===== src/rtl/bin_to_bcd_display.sv =====
// -----------------------------------------------------------------------------
// bin_to_bcd_display
//
// Purpose:
//   Upstream feeder for a 4-digit multiplexed seven-segment controller.
//   Converts an unsigned binary value into four BCD digits using the
//   shift-add-3 (double-dabble) algorithm, one iteration per clock.
//   Values above 9999 saturate to 9999 and raise `overflow`. Leading zero
//   digits can be blanked through `enables`. All display outputs are
//   registered and only change on the cycle `done` pulses, so the display
//   never shows a partially converted number.
//
// Parameters:
//   WIDTH          bit width of `value` (4..14); a conversion takes WIDTH
//                  clock cycles.
//   BLANK_LEADING  1 = blank leading zero digits via `enables`,
//                  0 = all four digits enabled after every conversion.
//
// Ports:
//   clk             system clock, all state changes on the rising edge
//   reset           asynchronous, active-high reset
//   value           binary value to display, sampled on an accepted load
//   load            start request, accepted only while busy is low
//   dp_sel          decimal-point mask, sampled together with value
//   digits          BCD result, thousands in [15:12] ... units in [3:0]
//   decimal_points  dp_sel captured at the accepted load
//   enables         per-digit enable after blanking, bit 0 always set
//   busy            high while a conversion is in progress
//   done            one-cycle pulse when the outputs take a new result
//   overflow        high when the last accepted value exceeded 9999
// -----------------------------------------------------------------------------
module bin_to_bcd_display #(
    parameter int WIDTH         = 14,
    parameter bit BLANK_LEADING = 1'b1
) (
    input  logic             clk,
    input  logic             reset,
    input  logic [WIDTH-1:0] value,
    input  logic             load,
    input  logic [3:0]       dp_sel,
    output logic [15:0]      digits,
    output logic [3:0]       decimal_points,
    output logic [3:0]       enables,
    output logic             busy,
    output logic             done,
    output logic             overflow
);

    // Counter must be able to hold WIDTH after the final increment.
    localparam int CW = $clog2(WIDTH + 1);
    localparam logic [CW-1:0] LAST_ITER = CW'(WIDTH - 1);

    // Saturated input; only reachable when WIDTH is large enough to
    // represent numbers above 9999, so the truncating cast is harmless.
    localparam logic [WIDTH-1:0] SAT_VALUE = WIDTH'(9999);

    typedef enum logic {
        IDLE  = 1'b0,
        SHIFT = 1'b1
    } state_t;

    state_t           state_q, state_d;
    logic [WIDTH-1:0] bin_q, bin_d;
    logic [15:0]      bcd_q, bcd_d;
    logic [CW-1:0]    cnt_q, cnt_d;
    logic [3:0]       dp_hold_q, dp_hold_d;
    logic             ovf_pend_q, ovf_pend_d;

    logic [15:0]      digits_q, digits_d;
    logic [3:0]       dp_out_q, dp_out_d;
    logic [3:0]       en_q, en_d;
    logic             ovf_q, ovf_d;
    logic             busy_q, busy_d;
    logic             done_q, done_d;

    logic [15:0]         bcd_adj;
    logic [WIDTH+15:0]   shifted;
    logic [15:0]         bcd_shift;
    logic [WIDTH-1:0]    bin_shift;
    logic [3:0]          en_calc;
    logic [15:0]         value_ext;
    logic                value_over;

    // Saturation test is done in 16 bits so 9999 is representable
    // regardless of WIDTH.
    always_comb begin
        value_ext  = 16'(value);
        value_over = (value_ext > 16'd9999);
    end

    // One double-dabble step: correct every nibble that would overflow
    // past 9 after doubling, then shift the whole {bcd, bin} register.
    always_comb begin
        bcd_adj = bcd_q;
        for (int i = 0; i < 4; i++) begin
            if (bcd_q[4*i +: 4] >= 4'd5) begin
                bcd_adj[4*i +: 4] = bcd_q[4*i +: 4] + 4'd3;
            end
        end
        shifted   = {bcd_adj, bin_q} << 1;
        bcd_shift = shifted[WIDTH+15:WIDTH];
        bin_shift = shifted[WIDTH-1:0];
    end

    // Leading-zero blanking on the value about to be published. A digit
    // stays lit if it is nonzero, if any digit to its left is lit, or if a
    // decimal point sits at or above it, so "0.5" keeps its leading zero.
    always_comb begin
        en_calc    = 4'b0001;
        en_calc[3] = (bcd_shift[15:12] != 4'd0) | (dp_hold_q[3] != 1'b0);
        en_calc[2] = (bcd_shift[11:8]  != 4'd0) | en_calc[3] | (|dp_hold_q[3:2]);
        en_calc[1] = (bcd_shift[7:4]   != 4'd0) | en_calc[2] | (|dp_hold_q[3:1]);
        if (!BLANK_LEADING) begin
            en_calc = 4'b1111;
        end
    end

    // Next-state logic. Outputs only move on the final iteration; a load
    // seen outside IDLE is dropped without any side effect.
    always_comb begin
        state_d    = state_q;
        bin_d      = bin_q;
        bcd_d      = bcd_q;
        cnt_d      = cnt_q;
        dp_hold_d  = dp_hold_q;
        ovf_pend_d = ovf_pend_q;
        digits_d   = digits_q;
        dp_out_d   = dp_out_q;
        en_d       = en_q;
        ovf_d      = ovf_q;
        busy_d     = busy_q;
        done_d     = 1'b0;

        case (state_q)
            IDLE: begin
                if (load) begin
                    if (value_over) begin
                        bin_d      = SAT_VALUE;
                        ovf_pend_d = 1'b1;
                    end else begin
                        bin_d      = value;
                        ovf_pend_d = 1'b0;
                    end
                    dp_hold_d = dp_sel;
                    bcd_d     = 16'h0000;
                    cnt_d     = '0;
                    busy_d    = 1'b1;
                    state_d   = SHIFT;
                end
            end

            SHIFT: begin
                bin_d = bin_shift;
                bcd_d = bcd_shift;
                cnt_d = cnt_q + CW'(1);
                if (cnt_q == LAST_ITER) begin
                    digits_d = bcd_shift;
                    dp_out_d = dp_hold_q;
                    en_d     = en_calc;
                    ovf_d    = ovf_pend_q;
                    done_d   = 1'b1;
                    busy_d   = 1'b0;
                    state_d  = IDLE;
                end
            end

            default: begin
                state_d = IDLE;
            end
        endcase
    end

    // State and output registers. Reset aborts any conversion in flight.
    always_ff @(posedge clk or posedge reset) begin
        if (reset) begin
            state_q    <= IDLE;
            bin_q      <= '0;
            bcd_q      <= 16'h0000;
            cnt_q      <= '0;
            dp_hold_q  <= 4'b0000;
            ovf_pend_q <= 1'b0;
            digits_q   <= 16'h0000;
            dp_out_q   <= 4'b0000;
            en_q       <= 4'b0001;
            ovf_q      <= 1'b0;
            busy_q     <= 1'b0;
            done_q     <= 1'b0;
        end else begin
            state_q    <= state_d;
            bin_q      <= bin_d;
            bcd_q      <= bcd_d;
            cnt_q      <= cnt_d;
            dp_hold_q  <= dp_hold_d;
            ovf_pend_q <= ovf_pend_d;
            digits_q   <= digits_d;
            dp_out_q   <= dp_out_d;
            en_q       <= en_d;
            ovf_q      <= ovf_d;
            busy_q     <= busy_d;
            done_q     <= done_d;
        end
    end

    assign digits         = digits_q;
    assign decimal_points = dp_out_q;
    assign enables        = en_q;
    assign overflow       = ovf_q;
    assign busy           = busy_q;
    assign done           = done_q;

endmodule


===== config.mk =====
export PLATFORM = sky130hd
export DESIGN_NAME = bin_to_bcd_display
export DESIGN_NICKNAME = d
export VERILOG_FILES = /design/src/rtl/bin_to_bcd_display.sv
export SDC_FILE = /design/constraint.sdc
export NUM_CORES = 1
export LEC_CHECK = 0
export ABC_AREA = 1
export CAP_MARGIN = 20
export CORE_MARGIN = 8
export CORE_UTILIZATION = 54
export DETAILED_ROUTE_END_ITERATION = 8
export PLACE_DENSITY_LB_ADDON = 0.05
export SYNTH_ARGS = -nofsm -noshare
export SYNTH_HDL_FRONTEND = slang
export SYNTH_SLANG_ARGS = --single-unit

===== constraint.sdc =====
create_clock -name clk -period 2.6 [get_ports clk]
set_clock_uncertainty 0.15 [all_clocks]
set_input_delay 0.39 -clock clk [delete_from_list [all_inputs] [get_ports clk]]
set_output_delay 0.39 -clock clk [all_outputs]
set_load 0.01 [all_outputs]

# == After elaboration in Yosys (flattened, before gate mapping) ==
# Index checks and enable logic that the tools add are counted.
# totals
register_bits,66
# classes
magnitude_cmp,5
add_sub_neg,5
n_reduce_logical,8
n_mux,20
bitwise_logic,6
eq_ne,3
# op_table
op,n
$pmux W16 S2,1
$mux W14,2
$pmux W14 S2,1
$ge A4 B3 Y1 const B,4
$mux W16,1
$mux W4,4
$gt A14 B14 Y1 const B,1
$add A4 B2 Y4 const B,3
$reduce_bool A4 Y1,3
$pmux W4 S2,1
$mux W1,7
$reduce_and A2 Y1,3
$or A1 B1 Y1,5
$add A4 B1 Y4 const B,1
$eq A4 B4 Y1 const B,1
$pmux W1 S2,2
$add A3 B2 Y3 const B,1
$mux W3,1
$reduce_or A3 Y1,1
$ne A2 B1 Y1 const B,1
$ne A2 B2 Y1 const B,1
$reduce_or A2 Y1,1
$not A1 Y1,1

# == Logic depth before layout (Yosys ltp) ==
# Gate-level depths: netlist of run 1.
# depth
word_depth,8
mapped_depth,11
ltp_nobuf,11

# == Least setup slack after synthesis of run 1 ==
# Ideal clock, no wire load.
# synth_path
path_kind,reg2reg
start,register bcd_q[5]
end,"register en_q[1], in the netlist enables[1]"
synth_period_minus_slack_ps,1536
required_time_ps,2325
n_path_buf,0
setup_time_ps,125
path_slack_ps,1064
arrival_ps,1260
path_stages_with_launch,10
cell_sequence,dfrtp_1 -> inv_1 -> ha_1 -> inv_1 -> nand2_1 -> nand3_2 -> o21ai_1 -> nand3_1 -> nand2_1 -> nand3_1
# synth_via
elab_chain_cells,7
word_cells_on_any_way,9
classes_between,1 x add/sub; 1 x order compare; 1 x mux; 4 x bitwise; 2 x reduce/logical
# synth_lines
item,line,rtl
"start, declared",64,"logic [15:0] bcd_q, bcd_d;"
"start signal, assigned",178,bcd_q <= 16'h0000;
"start signal, assigned",191,bcd_q <= bcd_d;
$add A4 B2 Y4 / $ge A4 B3 Y1 (equally long branches),"97, 96",
$mux W4 (*),96,if (bcd_q[4*i +: 4] >= 4'd5) begin
$reduce_bool A4 Y1,111,en_calc[2] = (bcd_shift[11:8] != 4'd0) | en_calc[3] | (|dp_hold_q[3:2]);
$or A1 B1 Y1 (2 in series),111,
$or A1 B1 Y1 (*) (2 in series),112,en_calc[1] = (bcd_shift[7:4] != 4'd0) | en_calc[2] | (|dp_hold_q[3:1]);
"end signal, assigned",197,en_q <= en_d;
"end, declared",71,"logic [3:0] en_q, en_d;"
# Mark *: on every way between the ends. The rest lies on a longest branch, timed or not.
# A chain may end at the register's enable or synchronous reset.

# == Worst setup path after layout of run 1 ==
# layout_path
start,register cnt_q[0]
end,"register en_q[1], in the netlist enables[1]"
# layout_via
elab_chain_cells,2
# layout_lines
item,line,rtl
"start, declared",65,"logic [CW-1:0] cnt_q, cnt_d;"
"start signal, assigned",192,cnt_q <= cnt_d;
$eq A4 B4 Y1,156,if (cnt_q == LAST_ITER) begin
$reduce_and A2 Y1 (no source line),n/a,
# Every way passes these cells.

==> flow_summary.ini, run 1 <==
[logic_synthesis]
ys.flop_type = dfrtp_1
synth_area_per_cell_sq_um = 8.72
synth_common_cells = nand2_1, dfrtp_1, inv_1
ys_ff_latch = 66
synth_cell_types = 30
synth_async_sr_flop_share_pct = 100
synth_top_family_by_area = simple AND/OR/NAND/NOR gates
synth-edff-count = 0
syn-num-nets = 396
synth_xor_area_share_pct = 0.275
syn-cell-area_sq_mm = 0.00318
synth_mux_area_share_pct = 0
synth_top_area_share_pct = 51.9
yosysMostFrequentCell = nand2_1
yosysTopAreaCell = dfrtp_1
netlist_instances = 365
synthTopCellsByArea = dfrtp_1, nand2_1, ha_1
yosysSeqAreaShare_pct = 51.9
ys.warnings.count = 0
synthAdderAreaFrac_pct = 3.93
synth_compound_area_share_pct = 13.4
synthSimpleGateAreaFrac_pct = 22.9

[timing]
final.min_clock_period_ps = 1860
final_max_slew_viol_count = 0
rsz0062_at_grt = false
period_share_pct = 71.6
setup_ws_ps = 739
finalHoldViolCount = 0
max_clock_freq_mhz = 537
finalSetupViolCount = 0
fin_tns_setup_ps = 0

[drt]
wirelength_um = 6900
route.detailed.drc = 0
dr.pass1.iters = 4
drt_iter0_drc = 130
wl_per_cell_um = 14.0
ant_nets = 0
vias = 2619
via_per_inst = 5.32

[final_layout]
final_area_sq_mm = 0.00391
antenna_cells = 0
drive_gt1_share_pct = 12.2
nets = 443
area_growth_pct = 22.8

[placement]
post_dp_cell_area_sq_mm = 0.00369
gp_congestion = 0.809
place_hpwl_um = 4900
post-place-ws_ps = 707
portBuffers = 46

[setup_path]
crit_slowest_cell = dfrtp_1
crit_family = simple AND/OR/NAND/NOR gates
worstReg2RegEnd = enables[1]
path_class = flop to flop
r2r-start = cnt_q[0]
critPathLaunch = cnt_q[0]
r2r_cells = 6
cp.arrival_ps = 1940
worst-path-buf-inv = 1
critPathLaunchType = flop
cp_cell_sequence = ha_1 > nand3_2 > inv_2 > or2_2 > nand2_1 > nand3_1
r2r_setup_slack_ps = 740
cp_max_fo = 20
crit_path_end = enables[1]
endpoint_kind = flop
cp.depth = 6
critical_path.max_stage_delay_ps = 440
required_ps = 2680

[clock_tree]
post_cts_buffers = 0
cts_made_buffers = 9
cts_tree = built
postCtsHoldBufs = 0
htreeDepth = 3
clk_pin_slew_ps = 80
clock_sinks = 66
clock_path_buffers = 2
clk_latency_ps = 340
cts_root_buffer = clkbuf_8
postCtsResizedCells = 0

[die]
rows = 28
initial_utilization_pct = 54.8
fp.dieH_um = 92.8
io_pins = 48
die_w_um = 92.8
die-area_sq_mm = 0.00861
core_area_sq_mm = 0.00582

[power_and_ir_drop]
pwr_density_cell_mw_per_mm2 = 1270
ir_worst_vdd_v = 0.000674
total_leakage_power_nw = 1.91

[grt]
grt-ovfl-total = 0
grt_max_degree = 67
grtUsageTotal_pct = 17.8
grt_pass1_wl_um = 12300
grt_pass1_vias = 2655
antenna_found_initial = 0

[run]
maxCapViolations = 0

[outcome]
status = finished clean

[worst_hold_path]
hp-class = input port to async pin
-- stage by stage --
step           power (mW)  hold WS [ps]  utilization, %  std cells
6_report             4.97           278            67.3        492
5_1_grt              5.40           335            67.3        492
4_1_cts              5.00           301            67.3        492
3_5_place_dp         4.05           322            63.5        476
3_3_place_gp         3.97           314            63.5        476
2_1_floorplan        3.30           292               -        365
-- where the power goes --
part	internal (mW)	switching (mW)
combinational	0.952	1.30
sequential	1.49	0.284
clock	0.537	0.404
-- flip-flops by register name, indices dropped and copies added (netlist names) --
name and count:
bcd_q 16, digits 16, bin_q 14, cnt_q 4
decimal_points 4, dp_hold_q 4, enables 3, busy 1
done 1, overflow 1, ovf_pend_q 1, state_q 1
-- worst min-delay path by stage --
| stage | from | endpoint | slack [ps] | cells after the start |
|---|---|---|---|---|
| floorplan | dp_hold_q[0] | decimal_points[0] | 290 | 2 |
| global placement | decimal_points[2] | decimal_points[2] | 310 | 2 |
| detailed placement | decimal_points[2] | decimal_points[2] | 320 | 2 |
| CTS | reset | bin_q[7] | 300 | 3 |
| global route | reset | digits[11] | 340 | 3 |
| finish | reset | bin_q[7] | 280 | 3 |
-- area by class of cell --
type | count | area [sq um]
Fill cell | 500 | 1900
Sequential cell | 66 | 1650
Multi-Input combinational cell | 245 | 1290
Timing Repair Buffer | 50 | 503
Inverter | 40 | 150
Clock buffer | 9 | 124
Clock inverter | 7 | 93.8
Tap cell | 75 | 93.8
-- cells in the final DEF (no fill, tap or decap) --
cell	instances
nor3_1	1
o211ai_1	2
clkinv_4	1
o21ai_0	10
ha_1	10
inv_1	29
o22ai_2	9
conb_1	1
nand2_1	114
inv_2	11
a22oi_1	2
nor2_2	1
bufinv_16	2
clkinvlp_4	2
o22ai_1	7
nand3_1	24
dfrtp_1	66
clkbuf_8	9
or2_2	1
clkinv_2	2
o211ai_2	4
o21ai_1	21
nor2_1	20
nor2_4	1
xor2_1	1
nand4_1	5
buf_12	1
nor2_8	1
buf_4	3
nand3_2	2
clkdlybuf4s50_1	46
a31oi_1	1
nand2_2	1
a21oi_1	6
-- worst min-delay path, stage by stage --
cell             delay (ps)
clkdlybuf4s50_1         420
inv_2                    80
buf_12                  290
-- metal layers --
layer / track usage [%] / up-vias / share of wire [%]
met5: 0 / - / 0
met4: 7.79 / 0 / 1.9
met3: 5.26 / 14 / 5.7
met2: 28.0 / 66 / 47
met1: 22.2 / 1259 / 45
li1: - / 1280 / -
-- cell families (layout without fill, tap and decap cells) --
logic type	count (synthesis)	count (layout)
flip-flops	66	66
adder cells (fa/ha/maj)	10	10
other	1	1
AND/OR/NAND/NOR	171	171
XOR/XNOR	1	1
AO/OA/AOI/OAI	62	62
buffers and inverters	54	106
(Power assumes the default switching activity.)
==> run 2: changes to the inputs <==
--- a/config.mk
+++ b/config.mk
@@ -8,7 +8,7 @@
 export ABC_AREA = 1
 export CAP_MARGIN = 20
 export CORE_MARGIN = 8
-export CORE_UTILIZATION = 54
+export CORE_UTILIZATION = 49
 export DETAILED_ROUTE_END_ITERATION = 8
 export PLACE_DENSITY_LB_ADDON = 0.05
 export SYNTH_ARGS = -nofsm -noshare
==> constraint.sdc (replaced) <==
create_clock -name clk -period 1.7 [get_ports clk]
set_clock_uncertainty 0.15 [all_clocks]
set_input_delay 0.255 -clock clk [delete_from_list [all_inputs] [get_ports clk]]
set_output_delay 0.255 -clock clk [all_outputs]
set_load 0.01 [all_outputs]
==> run 2 against run 1 <==
Effect of this change:
- setup slack worse by 680 ps
- critical path depth down 5
- combinational power up 76%
- clock power up 58%
- register-to-register slack worse by 670 ps
- worst hold slack worse by 95 ps
- cell count up 3.7%
- design area up 6.3%
- via count down 0.11%
- critical path type is now flop to output port
==> flow_summary.ini, run 2 (synthesized netlist as in run 1, its figures left out) <==
[clock_tree]
cts_root_buffer = clkbuf_8
clk_pin_slew_ps = 80
clock_path_buffers = 2
clk_latency_ps = 340
cts_made_buffers = 9
cts_tree = built
htreeDepth = 3
clock_sinks = 66

[die]
rows = 29
fp.dieH_um = 96.6
initial_utilization_pct = 50.4
die-area_sq_mm = 0.00933
io_pins = 48
die_w_um = 96.6
core_area_sq_mm = 0.00631

[power_and_ir_drop]
ir_worst_vdd_v = 0.00106
total_leakage_power_nw = 2.03
p_total_mw = 8.18
pwr_density_cell_mw_per_mm2 = 1970

[grt]
antenna_found_initial = 0
grtUsageTotal_pct = 15.4
grt_max_degree = 67
grt-ovfl-total = 0
grt_pass1_vias = 2562
grt_pass1_wl_um = 12000

[setup_path]
endpoint_kind = output port
crit_slowest_cell = clkdlybuf4s50_1
critPathLaunchType = flop
cp_cell_sequence = clkdlybuf4s50_1
cp.arrival_ps = 1240
r2r_setup_slack_ps = 70
required_ps = 1290
critical_path.max_stage_delay_ps = 540
path_class = flop to output port
crit_family = buffers and inverters
cp_max_fo = 2
worst-path-buf-inv = 1

[drt]
via_per_inst = 5.13
ant_nets = 0
vias = 2616
wl_per_cell_um = 13.9
dr.pass1.iters = 4
route.detailed.drc = 0
wirelength_um = 7080
drt_iter0_drc = 111

[final_layout]
antenna_cells = 0
final_area_sq_mm = 0.00416
area_growth_pct = 30.6
drive_gt1_share_pct = 22.4
layout_common_cells = nand2_1, dfrtp_1, clkdlybuf4s50_1
nets = 459
final_common_cell = nand2_1

[run]
maxCapViolations = 0

[placement]
place_hpwl_um = 4950
post_dp_cell_area_sq_mm = 0.00380
portBuffers = 46
gp_congestion = 0.838

[timing]
max_clock_freq_mhz = 608
finalHoldViolCount = 0
final_max_slew_viol_count = 0
period_share_pct = 96.8
final.min_clock_period_ps = 1650
finalSetupViolCount = 0
rsz0062_at_grt = true

[outcome]
status = finished clean

[worst_hold_path]
hp-class = input port to async pin
==> run 2: cell count changes in the layout (fill, tap and decap cells not counted), moves of 4 or more <==
cell	before	now
buf_4	3	18
ha_1	10	6
inv_1	29	21
inv_2	11	18
nand2_1	114	103
nand2_2	1	12
nand3_1	24	20
nand3_2	2	6
==> run 2: final cells by class <==
| class | count | area, sq um |
|---|---|---|
| repair buffers | 66 | 639 |
| inverters | 40 | 154 |
| well taps | 77 | 96.3 |
| multi-input cells | 245 | 1390 |
| clock inverters | 7 | 103 |
| fillers | 552 | 2150 |
| flip-flops and latches | 66 | 1650 |
| clock buffers | 9 | 124 |
==> run 2: stage by stage <==
stage / hold WS, ps / setup WS, ps / TNS, ps / util (%) / instances
final: 184 / 54.7 / 0 / 65.9 / 510
after global routing: 231 / -40.6 / -55.7 / 65.9 / 510
after CTS: 204 / 4.46 / 0 / 63.9 / 506
after detailed placement: 308 / -24.8 / -124 / 60.2 / 490
after global placement: 307 / 15.5 / 0 / 60.2 / 490
after floorplan: 222 / 164 / 0 / - / 365
==> run 2: repair_timing <==
item / 4_1_cts / 5_1_grt
resized for setup: 5 / 31
buffers inserted: 0 / 4
pin swaps: 1 / 8
endpoints found under the setup margin: 4 / 12
hold buffers: 0 / 0
==> run 2: worst paths after layout <==
| check | from | endpoint | depth (start not counted) |
|---|---|---|---|
| setup reg to reg | bcd_q[4] | enables[1] | 10 |
| hold / removal | reset | bcd_q[14] | 3 |
| max in group asynchronous | reset | cnt_q[0] | 3 |
| hold reg to reg | decimal_points[0] | decimal_points[0] | 2 |
| min in group clk | dp_sel[2] | dp_hold_q[2] | 3 |
| setup / recovery | decimal_points[2] | decimal_points[2] | 1 |
==> run 2: metal layers <==
| layer | global-route usage, % | share of wire (%) |
|---|---|---|
| met5 | 0 | 0 |
| met4 | 5.80 | 1.6 |
| met3 | 5.62 | 4.9 |
| met2 | 23.6 | 47 |
| met1 | 19.2 | 47 |
==> run 2: power by group <==
group	internal (mW)	switching, mW
sequential	2.27	0.449
clock	0.838	0.654
combinational	1.78	2.19
